**src/rtl/ks10_cpu.sv**
```systemverilog
// ks10_cpu: simplified KS10 core - run/halt FSM, fetch/execute sequencer, PI arbiter, interval timer
//
// Ports:
//   clk, rst          clock, asynchronous active-high reset
//   clken             clock enable; all state advances only when 1
//   consTIMEREN       enables interval timer counting
//   consSTEP          single-step request (one instruction then halt)
//   consRUN           run enable; 0 halts at next instruction boundary
//   consEXEC          allows execution to leave HALT
//   consCONT          continue request (level)
//   consTRAPEN        enables PI interrupt recognition
//   consCACHEEN       cache enable (no cache present, ignored)
//   intPWR            power-fail, halts at next instruction boundary
//   intCONS           console interrupt, PI level 7 request
//   bus_data_in       read data from bus
//   bus_data_out      bus command/address word
//   bus_pi_req_in     external PI requests, bit n-1 = level n
//   bus_pi_req_out    CPU-originated PI requests (timer)
//   bus_pi_current    PI level in service, 0 = none
//   cpuCONT           one-cycle pulse on HALT->RUN
//   cpuHALT, cpuRUN   registered run state
//   crom              current microword, [11:0] = microaddress
//   dp                datapath result register
//   pageNUMBER        PC[17:9]
module ks10_cpu #(
    parameter int         TIMER_DIV = 50000,
    parameter logic [2:0] TIMER_PI  = 3'd7
) (
    input  logic         clk,
    input  logic         rst,
    input  logic         clken,
    input  logic         consTIMEREN,
    input  logic         consSTEP,
    input  logic         consRUN,
    input  logic         consEXEC,
    input  logic         consCONT,
    input  logic         consTRAPEN,
    input  logic         consCACHEEN,
    input  logic         intPWR,
    input  logic         intCONS,
    input  logic [35:0]  bus_data_in,
    output logic [35:0]  bus_data_out,
    input  logic [6:0]   bus_pi_req_in,
    output logic [6:0]   bus_pi_req_out,
    output logic [2:0]   bus_pi_current,
    output logic         cpuCONT,
    output logic         cpuHALT,
    output logic         cpuRUN,
    output logic [107:0] crom,
    output logic [35:0]  dp,
    output logic [8:0]   pageNUMBER
);
    localparam int TW = $clog2(TIMER_DIV + 1);
    localparam int PI_BIT = int'(TIMER_PI) - 1;

    // state encodings double as the microaddress
    typedef enum logic [11:0] {
        HALT  = 12'o100,
        FETCH = 12'o200,
        WAIT  = 12'o201,
        EXEC  = 12'o300,
        INTR  = 12'o400
    } state_t;

    state_t        state;
    logic [17:0]   pc;
    logic [35:0]   ir;
    logic          step;
    logic [2:0]    pi_lvl;
    logic [2:0]    lvl;
    logic [TW-1:0] timer;
    logic [6:0]    pend;
    logic          go, stop, take_int, is_jrst, tick;
    logic          unused;

    assign unused     = ^{consCACHEEN, ir[22:18]};
    assign crom       = {96'b0, state};
    assign pageNUMBER = pc[17:9];
    assign pend       = bus_pi_req_in | bus_pi_req_out | {intCONS, 6'b0};
    assign go         = consEXEC && (consCONT || consSTEP);
    assign stop       = intPWR || !consRUN || step;
    assign is_jrst    = ir[35:27] == 9'o254;
    assign tick       = consTIMEREN && timer == TW'(TIMER_DIV - 1);
    assign take_int   = consTRAPEN && lvl != 3'd0 && (bus_pi_current == 3'd0 || lvl < bus_pi_current);

    // lowest set bit wins: level 1 is the highest priority
    always_comb begin
        lvl = 3'd0;
        for (int i = 6; i >= 0; i--)
            if (pend[i]) lvl = 3'(i + 1);
    end

    always_ff @(posedge clk or posedge rst) begin
        if (rst) begin
            state          <= HALT;
            pc             <= '0;
            ir             <= '0;
            dp             <= '0;
            step           <= 1'b0;
            pi_lvl         <= '0;
            timer          <= '0;
            bus_data_out   <= '0;
            bus_pi_req_out <= '0;
            bus_pi_current <= '0;
            cpuCONT        <= 1'b0;
            cpuHALT        <= 1'b1;
            cpuRUN         <= 1'b0;
        end else if (clken) begin
            cpuCONT <= state == HALT && go;
            cpuHALT <= state == HALT;
            cpuRUN  <= state != HALT;
            if (consTIMEREN) timer <= tick ? '0 : timer + 1'b1;
            case (state)
                HALT: if (go) begin
                    state <= FETCH;
                    // a simultaneous continue request means free-running, not a step
                    step  <= consSTEP && !consCONT;
                end
                FETCH: begin
                    bus_data_out <= {4'b0100, 14'b0, pc};
                    state        <= WAIT;
                end
                WAIT: begin
                    ir    <= bus_data_in;
                    state <= EXEC;
                end
                EXEC: begin
                    if (is_jrst) pc <= ir[17:0];
                    else begin
                        dp <= ir;
                        pc <= pc + 18'd1;
                    end
                    if (is_jrst && ir[26:23] == 4'd12) bus_pi_current <= 3'd0;
                    if ((is_jrst && ir[26:23] == 4'd4) || stop) begin
                        state <= HALT;
                        step  <= 1'b0;
                    end else if (take_int) begin
                        state  <= INTR;
                        pi_lvl <= lvl;
                    end else state <= FETCH;
                end
                INTR: begin
                    bus_pi_current <= pi_lvl;
                    pc             <= 18'o40 + {14'b0, pi_lvl, 1'b0};
                    state          <= FETCH;
                    if (pi_lvl == TIMER_PI) bus_pi_req_out[PI_BIT] <= 1'b0;
                end
                default: state <= HALT;
            endcase
            // a new timer tick outranks servicing of the previous one
            if (tick) bus_pi_req_out[PI_BIT] <= 1'b1;
        end else cpuCONT <= 1'b0;
    end
endmodule

```
**config.mk**
```make
export PLATFORM = sky130hd
export DESIGN_NAME = ks10_cpu
export DESIGN_NICKNAME = d
export VERILOG_FILES = /design/src/rtl/ks10_cpu.sv
export SDC_FILE = /design/constraint.sdc
export NUM_CORES = 1
export LEC_CHECK = 0
export BUFFER_PORTS_ARGS = -buffer_cell sky130_fd_sc_hd__buf_2
export CELL_PAD_IN_SITES_DETAIL_PLACEMENT = 0
export CELL_PAD_IN_SITES_GLOBAL_PLACEMENT = 2
export CORE_ASPECT_RATIO = 0.9
export CORE_UTILIZATION = 32
export CTS_CLUSTER_DIAMETER = 60
export DETAILED_ROUTE_END_ITERATION = 16
export PLACE_DENSITY = 0.94
export SLEW_MARGIN = 10
export SYNTH_ARGS = -nofsm -noshare
export SYNTH_HDL_FRONTEND = slang
export SYNTH_SLANG_ARGS = --single-unit
```
**constraint.sdc**
```tcl
create_clock -name clk -period 11.15 [get_ports clk]
set_input_delay 3.345 -clock clk [delete_from_list [all_inputs] [get_ports clk]]
set_output_delay 3.345 -clock clk [all_outputs]
set_load 0.01 [all_outputs]
```
Yosys cells after proc, flatten, opt, wreduce, memory -nomap -nowiden
Cells that the tools add are included. W data, S select, Z words.

Register bits after elaboration: 148. Bits in latches: 0. Memory bits (writable): 0. ROM bits: 0. Input port bits: 55. Output and inout port bits: 202. Memories kept: 0.

Add/subtract/negate cells: 3. Multiply operators: 0. Divide/modulo/power cells: 0. Order comparisons: 1. Equality and inequality tests: 14. Shift operators: 0. Multiplexer cells: 23. Bitwise gates (word level): 4. Reductions and logical operators: 31.

Operator list (number): $pmux W12 S5 (1); $eq A12 B8 Y1 const B (3); $pmux W18 S2 (1); $mux W3 (8); $add A18 B1 Y18 const B (1); $mux W18 (1); $mux W9 (2); $add A16 B1 Y16 const B (1); $eq A16 B16 Y1 const B (1); $mux W16 (1); $or A7 B7 Y7 (2); $eq A12 B7 Y1 const B (1); $eq A12 B9 Y1 const B (1); $mux W12 (1); $ne A12 B7 Y1 const B (1); $reduce_and A2 Y1 (5); $eq A9 B8 Y1 const B (1); $reduce_and A3 Y1 (3); $logic_and A1 B1 Y1 (8); $reduce_and A4 Y1 (2); $reduce_bool A2 Y1 (4); $add A6 B4 Y7 const A (1); $mux W1 (6); $ne A2 B2 Y1 const B (3); 11 further kinds (17).

Longest topological paths before layout
Gate-level depths: netlist of the first run.

Word-level depth: 15. Mapped depth: 8. Gate-level depth less buffers: 6.

Least setup slack after synthesis of the first run
No wires, ideal clock.

Kind: input to register. Start: in clken. End: reg ir[0]. Library setup time: 0.125 ns. Arrival: 4.568 ns. Data required time: 11.025 ns. Slack: 6.457 ns. Cell stages on the path: 4. Cell sequence: nand2_1 nor4_2 buf_2 mux2_2.

Longest elaborated chain between the ends: 1.

RTL lines: start, declared (RTL line 31) `input logic clken,`; $reduce_and A2 Y1 (no line); end signal, assigned (RTL line 124) `ir <= bus_data_in;`; end, declared (RTL line 67) `logic [35:0] ir;`.

No other way between the ends. A chain may end at the register's enable or synchronous reset.

Worst setup path in the final report of the first run
Start: in clken. End: reg pc[5].

Longest elaborated chain between the ends: 1.

RTL lines: $reduce_and A2 Y1 (no line); end signal, assigned (RTL line 128) `if (is_jrst) pc <= ir[17:0];`; end signal, assigned (RTL line 131) `pc <= pc + 18'd1;`; end signal, assigned (RTL line 144) `pc <= 18'o40 + {14'b0, pi_lvl, 1'b0};`; end, declared (RTL line 66) `logic [17:0] pc;`.

No other way between the ends.

==> flow_summary.ini, run 1 <==
[status]
status = finished, final reports clean

[timing]
timing.fmax_mhz = 191.5
rsz0062_at_grt = no
worst_slew_pin_slew_ns = 1.048
setup_tns_ns = 0
slew_viol_final = 0
period_needed_ns = 5.221
setup_viol = 0
slew-limit-headroom = 0.3000
post-route-period-util = 0.4682
clock_skew_ns = 0.01269
final-hold-violation-count = 0
finalWorstSetupSlack_ns = 5.929

[cells_and_area]
drive_above_1_share = 0.2658
final_cell_mix = nand2_1, dfrtp_1, conb_1, buf_2, mux2_2
fin_cells = 1091
syn_to_final_growth_pct = 14.10
fin_util = 0.3744
fin_area_mm2 = 0.007848
nets = 849
diodes = 0

[detailed_routing]
antenna_left = 0
vias_per_cell = 4.311
wl_per_cell_um = 14.41
first_pass_iters = 4
drt_first_iter_violations = 331
vias = 4703
finalWirelength_um = 15730
drc = 0

[worst_setup_path]
crit_chain = buf_2 -> nand3_1 -> nor2_4 -> a21oi_1 -> a2bb2oi_1
worst-setup-path-type = primary input to flip-flop
cp-end-kind = flip-flop
cp.required_ns = 11.44
r2r_cells = 5
rr_startpoint = state[6]
r2r_slack_ns = 7.87
worstPathMaxFanout = 38
slowest_delay_ns = 1.03
slowest_stage = nor2_4
r2r_end = pc[5]
worstPathArrival_ns = 5.51
cp-start-kind = primary input

[clock_network]
cts_sinks = 136
clk_pin_slew_ns = 0.06
clock-root-buffer = clkbuf_16
numCtsBuffers = 17
cts_max_level = 4
clock_latency_ns = 0.42
cts_tree = done
cts.hold.buffers_added = 0
cts_buffer_depth = 2
ctsResizeCount = 0
postCtsSetupBuffers = 0

[global_route]
grt_antenna_before_repair = 0
grt_pass1_vias = 4317
grt_overflow_total = 0
grt_max_degree = 76
grt_pass1_wl_um = 24220
grt_usage = 0.1466

[synth]
netlist_top_cells_area = dfrtp_1, buf_4, mux2_2
synth_xor_area_frac = 0.01783
synth_cell_types = 55
synth-async-reset-ratio = 1.000
synth_area_leader_cell = dfrtp_1
synth_top_family_by_area = buffers and inverters
synth_top_area_share = 0.4875
ys_ff_latch = 136
yosys_warnings = 6
synth-edff-count = 0
muxShareOfSynthArea = 0.08314
synthCells = 687
synth-main-ff-cell = dfrtp_1
syn_avg_cell_area_um2 = 10.01
syn-cell-area_mm2 = 0.006878
synth_compound_area_frac = 0.06240
synthAdderAreaFrac = 0.003638
seq_area_frac_synth = 0.4952
yosys.area_share.simple = 0.1630

[placement]
placed_cells = 1059
place_area_mm2 = 0.007211
place_congestion = 0.7584
place_hpwl_um = 10890
portBuffers = 118
post-place-ws_ns = 5.429

[floorplanning]
die_w_um = 156.5
start_util = 0.3282
dieArea_mm2 = 0.02208
ios = 257
die_h_um = 141.1
rows = 50
core-area_mm2 = 0.02096

[worst_hold_path]
hold_start = bus_data_out[34]
hold_depth = 1
hold_path_end = bus_data_out[34]
hold_class = flip-flop to flip-flop

[power_and_ir_drop]
vdd_drop_max_mv = 0.09999
p_leak_nw = 4.100
power_density_mw_per_mm2 = 209.0

[run]
maxCapViolCount = 0
==> state kept, by name (all words and copies together) (netlist names) <==
signal	cells
timer	16
cpuHALT	1
state	4
bus_pi_current	1
pi_lvl	1
dp	36
bus_pi_req_out	1
bus_data_out	19
ir	36
cpuRUN	1
pc	18
step	1
cpuCONT	1
==> synthesized netlist by cell type, types with 5 or more instances <==
library cell,number
inv_1,13
a21oi_1,19
clkbuf_1,17
nor2_1,23
xnor2_1,8
mux2_2,49
o21ai_0,23
and3_1,5
o2bb2ai_1,6
dfrtp_1,134
nor2b_1,5
nor3_1,7
nand2_1,135
nor3b_1,5
xor2_1,6
buf_4,138
buf_2,7
nand3_1,17
nand4_1,11
==> layer usage <==
metal | track usage | share of wire
met5 | 0 | 0
met4 | 0.04644 | 0.011
met3 | 0.04242 | 0.058
met2 | 0.2176 | 0.45
met1 | 0.2042 | 0.48
==> through the flow <==
| step | total power, mW | hold WS (ns) |
|---|---|---|
| 6_report | 1.640 | 0.4556 |
| 5_1_grt | 1.734 | 0.4755 |
| 4_1_cts | 1.663 | 0.4653 |
| 3_5_place_dp | 1.042 | 0.4484 |
| 3_3_place_gp | 1.034 | 0.4466 |
| 2_1_floorplan | 0.9366 | 0.4304 |
==> cell type report <==
cell class,instances,area (um2)
multi-input cells,502,2773
repair buffers,122,620.6
flip-flops and latches,136,3406
fillers,2160,13110
well taps,286,357.8
clock buffers,19,442.9
clock inverters,13,193.9
inverters,13,53.80
==> worst max-delay path, delay by kind of cell <==
family	cells	cell delay (ns)
and+or+nand+nor	2	1.60
buffers and inverters	1	0.23
AOI/OAI and AO/OA	2	0.33
==> cells by family (layout without fill, tap and decap cells) <==
group / count (synthesis) / count (layout)
AO/OA/AOI/OAI: 69 / 69
flip-flops: 136 / 136
other: 1 / 129
XOR/XNOR: 14 / 14
buffers and inverters: 177 / 167
AND/OR/NAND/NOR: 237 / 237
adder cells (fa/ha/maj): 2 / 2
multiplexers: 51 / 51
==> worst max path at each step <==
stage / start / to / slack (ns) / cells past startpoint
CTS: clken / pc[5] / 5.88 / 5
global route: clken / pc[7] / 5.75 / 5
global placement: clken / pc[5] / 5.43 / 5
finish: clken / pc[5] / 5.93 / 5
detailed placement: clken / pc[5] / 5.43 / 5
floorplan: rst / bus_data_out[0] / 4.17 / 1
==> power breakdown <==
group / leakage (nW) / internal, mW / total (mW) / switching (mW)
registers: 1.82 / 0.600 / 0.700 / 0.0997
logic: 1.98 / 0.133 / 0.328 / 0.195
clock network: 0.302 / 0.384 / 0.612 / 0.229
total: 4.10 / 1.12 / 1.64 / 0.523
No activity file was read; power rests on OpenSTA's default activity.
==> run 2: changes to the inputs <==
--- a/config.mk
+++ b/config.mk
@@ -9,10 +9,10 @@
 export CELL_PAD_IN_SITES_DETAIL_PLACEMENT = 0
 export CELL_PAD_IN_SITES_GLOBAL_PLACEMENT = 2
 export CORE_ASPECT_RATIO = 0.9
-export CORE_UTILIZATION = 32
+export CORE_UTILIZATION = 26
 export CTS_CLUSTER_DIAMETER = 60
 export DETAILED_ROUTE_END_ITERATION = 16
-export PLACE_DENSITY = 0.94
+export PLACE_DENSITY = 0.83
 export SLEW_MARGIN = 10
 export SYNTH_ARGS = -nofsm -noshare
 export SYNTH_HDL_FRONTEND = slang
==> constraint.sdc (replaced) <==
create_clock -name clk -period 4.7 [get_ports clk]
set_input_delay 1.41 -clock clk [delete_from_list [all_inputs] [get_ports clk]]
set_output_delay 1.41 -clock clk [all_outputs]
set_load 0.01 [all_outputs]
==> run 2 against run 1 <==
Sequential share of layout area shrank 0.56 points; clock power grew 130%; design area grew 1.3%; non-clock buffer count grew 4; register-to-register slack lost 5.8 ns; core utilization shrank 6.9 points; count of clock-buffer cells in the layout is the same; sequential cell count is the same; highest routed layer unchanged.
==> flow_summary.ini, run 2 (synthesis results as in run 1) <==
[global_route]
grt_antenna_before_repair = 1
grt_overflow_total = 0
grt_pass1_vias = 4448
grt_max_degree = 137
grt_usage = 0.1243
grt_pass1_wl_um = 25660

[placement]
place_congestion = 0.7537
place_hpwl_um = 11410
portBuffers = 118
post-place-ws_ns = 1.376
placed_cells = 1125

[timing]
final-hold-violation-count = 0
period_needed_ns = 2.847
slew_viol_final = 0
setup_viol = 0
rsz0062_at_grt = no
clock_skew_ns = 0.006963
finalWorstSetupSlack_ns = 1.853
slew-limit-headroom = 0.2652
worst_slew_pin_slew_ns = 1.101
timing.fmax_mhz = 351.3
setup_tns_ns = 0
post-route-period-util = 0.6056

[detailed_routing]
vias = 4731
drt_first_iter_violations = 248
wl_per_cell_um = 14.19
drc = 0
vias_per_cell = 4.089
antenna_left = 0
finalWirelength_um = 16410
first_pass_iters = 6

[cells_and_area]
multi_input_area_mm2 = 0.002773
regArea_mm2 = 0.003406
drive_above_1_share = 0.2686
fillCellCount = 2751
fin_cells = 1157
nets = 853
syn_to_final_growth_pct = 15.59
final_cell_mix = nand2_1, dfrtp_1, conb_1, buf_2, mux2_2
largest_registers = dp x36, ir x36, bus_data_out x19

[clock_network]
clock_latency_ns = 0.42
cts_sinks = 136
cts_max_level = 4
numCtsBuffers = 17
postCtsSetupBuffers = 0
clk_pin_slew_ns = 0.06
cts.hold.buffers_added = 0
ctsResizeCount = 0
cts_buffer_depth = 2
clock-root-buffer = clkbuf_16
cts_tree = done

[floorplanning]
start_util = 0.2646
rows = 56
dieArea_mm2 = 0.02711
die_w_um = 173.4
die_h_um = 156.3
ios = 257
core-area_mm2 = 0.02599

[worst_setup_path]
crit_chain = buf_2 -> nand2_1 -> or4_1 -> mux2_2
r2r_end = dp[23]
cp-end-kind = flip-flop
slowest_stage = or4_1
rr_startpoint = ir[31]
worst-setup-path-type = primary input to flip-flop
critPathTopFamily = simple AND/OR/NAND/NOR gates
r2r_slack_ns = 2.11
worstPathMaxFanout = 26
worstPathArrival_ns = 3.15
cp.required_ns = 5.00
path_buf_inv = 1
r2r_cells = 6
slowest_delay_ns = 0.87
cp-start-kind = primary input

[power_and_ir_drop]
p_leak_nw = 4.124
power_density_mw_per_mm2 = 488.6
vdd_drop_max_mv = 0.2107
power.total_mw = 3.884

[worst_hold_path]
hold_class = flip-flop to flip-flop
hold_depth = 1
hold_path_end = pi_lvl[0]
hold_start = pi_lvl[0]

[status]
status = finished, final reports clean

[run]
maxCapViolCount = 0
==> run 2: cell types whose count changed in the layout (fill, tap and decap cells not counted), sizes merged <==
cell / change
clkinvlp: -2
buf: +4
inv: -3
diode: +1
clkinv: +4
==> run 2: worst register-to-register path, stage by stage, from the launching register on <==
cell,delay (ns)
dfrtp_1,0.40
nor4bb_1,0.39
and4b_1,1.00
nor2_4,0.22
buf_4,0.31
nand2_1,0.11
nand2_1,0.05
==> run 2: where the power goes <==
part / switching, mW / internal [mW] / total, mW
Clock: 0.521 / 0.899 / 1.42
Sequential: 0.241 / 1.42 / 1.67
Combinational: 0.466 / 0.332 / 0.798
Total: 1.23 / 2.66 / 3.88
==> run 2: per-stage QoR <==
| stage | cell area (um2) | utilization | hold WS, ns |
|---|---|---|---|
| 3_3_place_gp | 7330 | 0.2820 | 0.4474 |
| 4_1_cts | 7948 | 0.3057 | 0.4632 |
| 5_1_grt | 7948 | 0.3057 | 0.4856 |
| 6_report | 7950 | 0.3058 | 0.4564 |
| 3_5_place_dp | 7330 | 0.2820 | 0.4503 |
| 2_1_floorplan | 7362 | - | 0.4304 |
==> run 2: final cells by class <==
cell class,instances,area share
antenna,1,0.0003148
clock buffer,19,0.05571
clock inverter,12,0.02203
inverter,13,0.006610
multi-input combinational,502,0.3488
sequential,136,0.4284
tap,348,0.05477
timing repair buffer,126,0.08341
==> run 2: worst max-delay path by stage <==
| stage | start | endpoint | slack, ns | cells past startpoint |
|---|---|---|---|---|
| after detailed placement | clken | bus_data_out[1] | 1.38 | 4 |
| after floorplan | rst | bus_data_out[0] | 1.60 | 1 |
| final | clken | bus_data_out[1] | 1.85 | 4 |
| after CTS | clken | bus_data_out[1] | 1.83 | 4 |
| after global routing | clken | bus_data_out[8] | 1.71 | 4 |
| after global placement | clken | bus_data_out[1] | 1.39 | 4 |
==> run 2: per-layer routing <==
| layer | routed length [um] | global-route usage | up-vias |
|---|---|---|---|
| li1 | - | - | 2266 |
| met1 | 8200 | 0.1735 | 2313 |
| met2 | 7229 | 0.1855 | 141 |
| met3 | 825 | 0.03571 | 11 |
| met4 | 157 | 0.03540 | 0 |
| met5 | 0 | 0 | - |
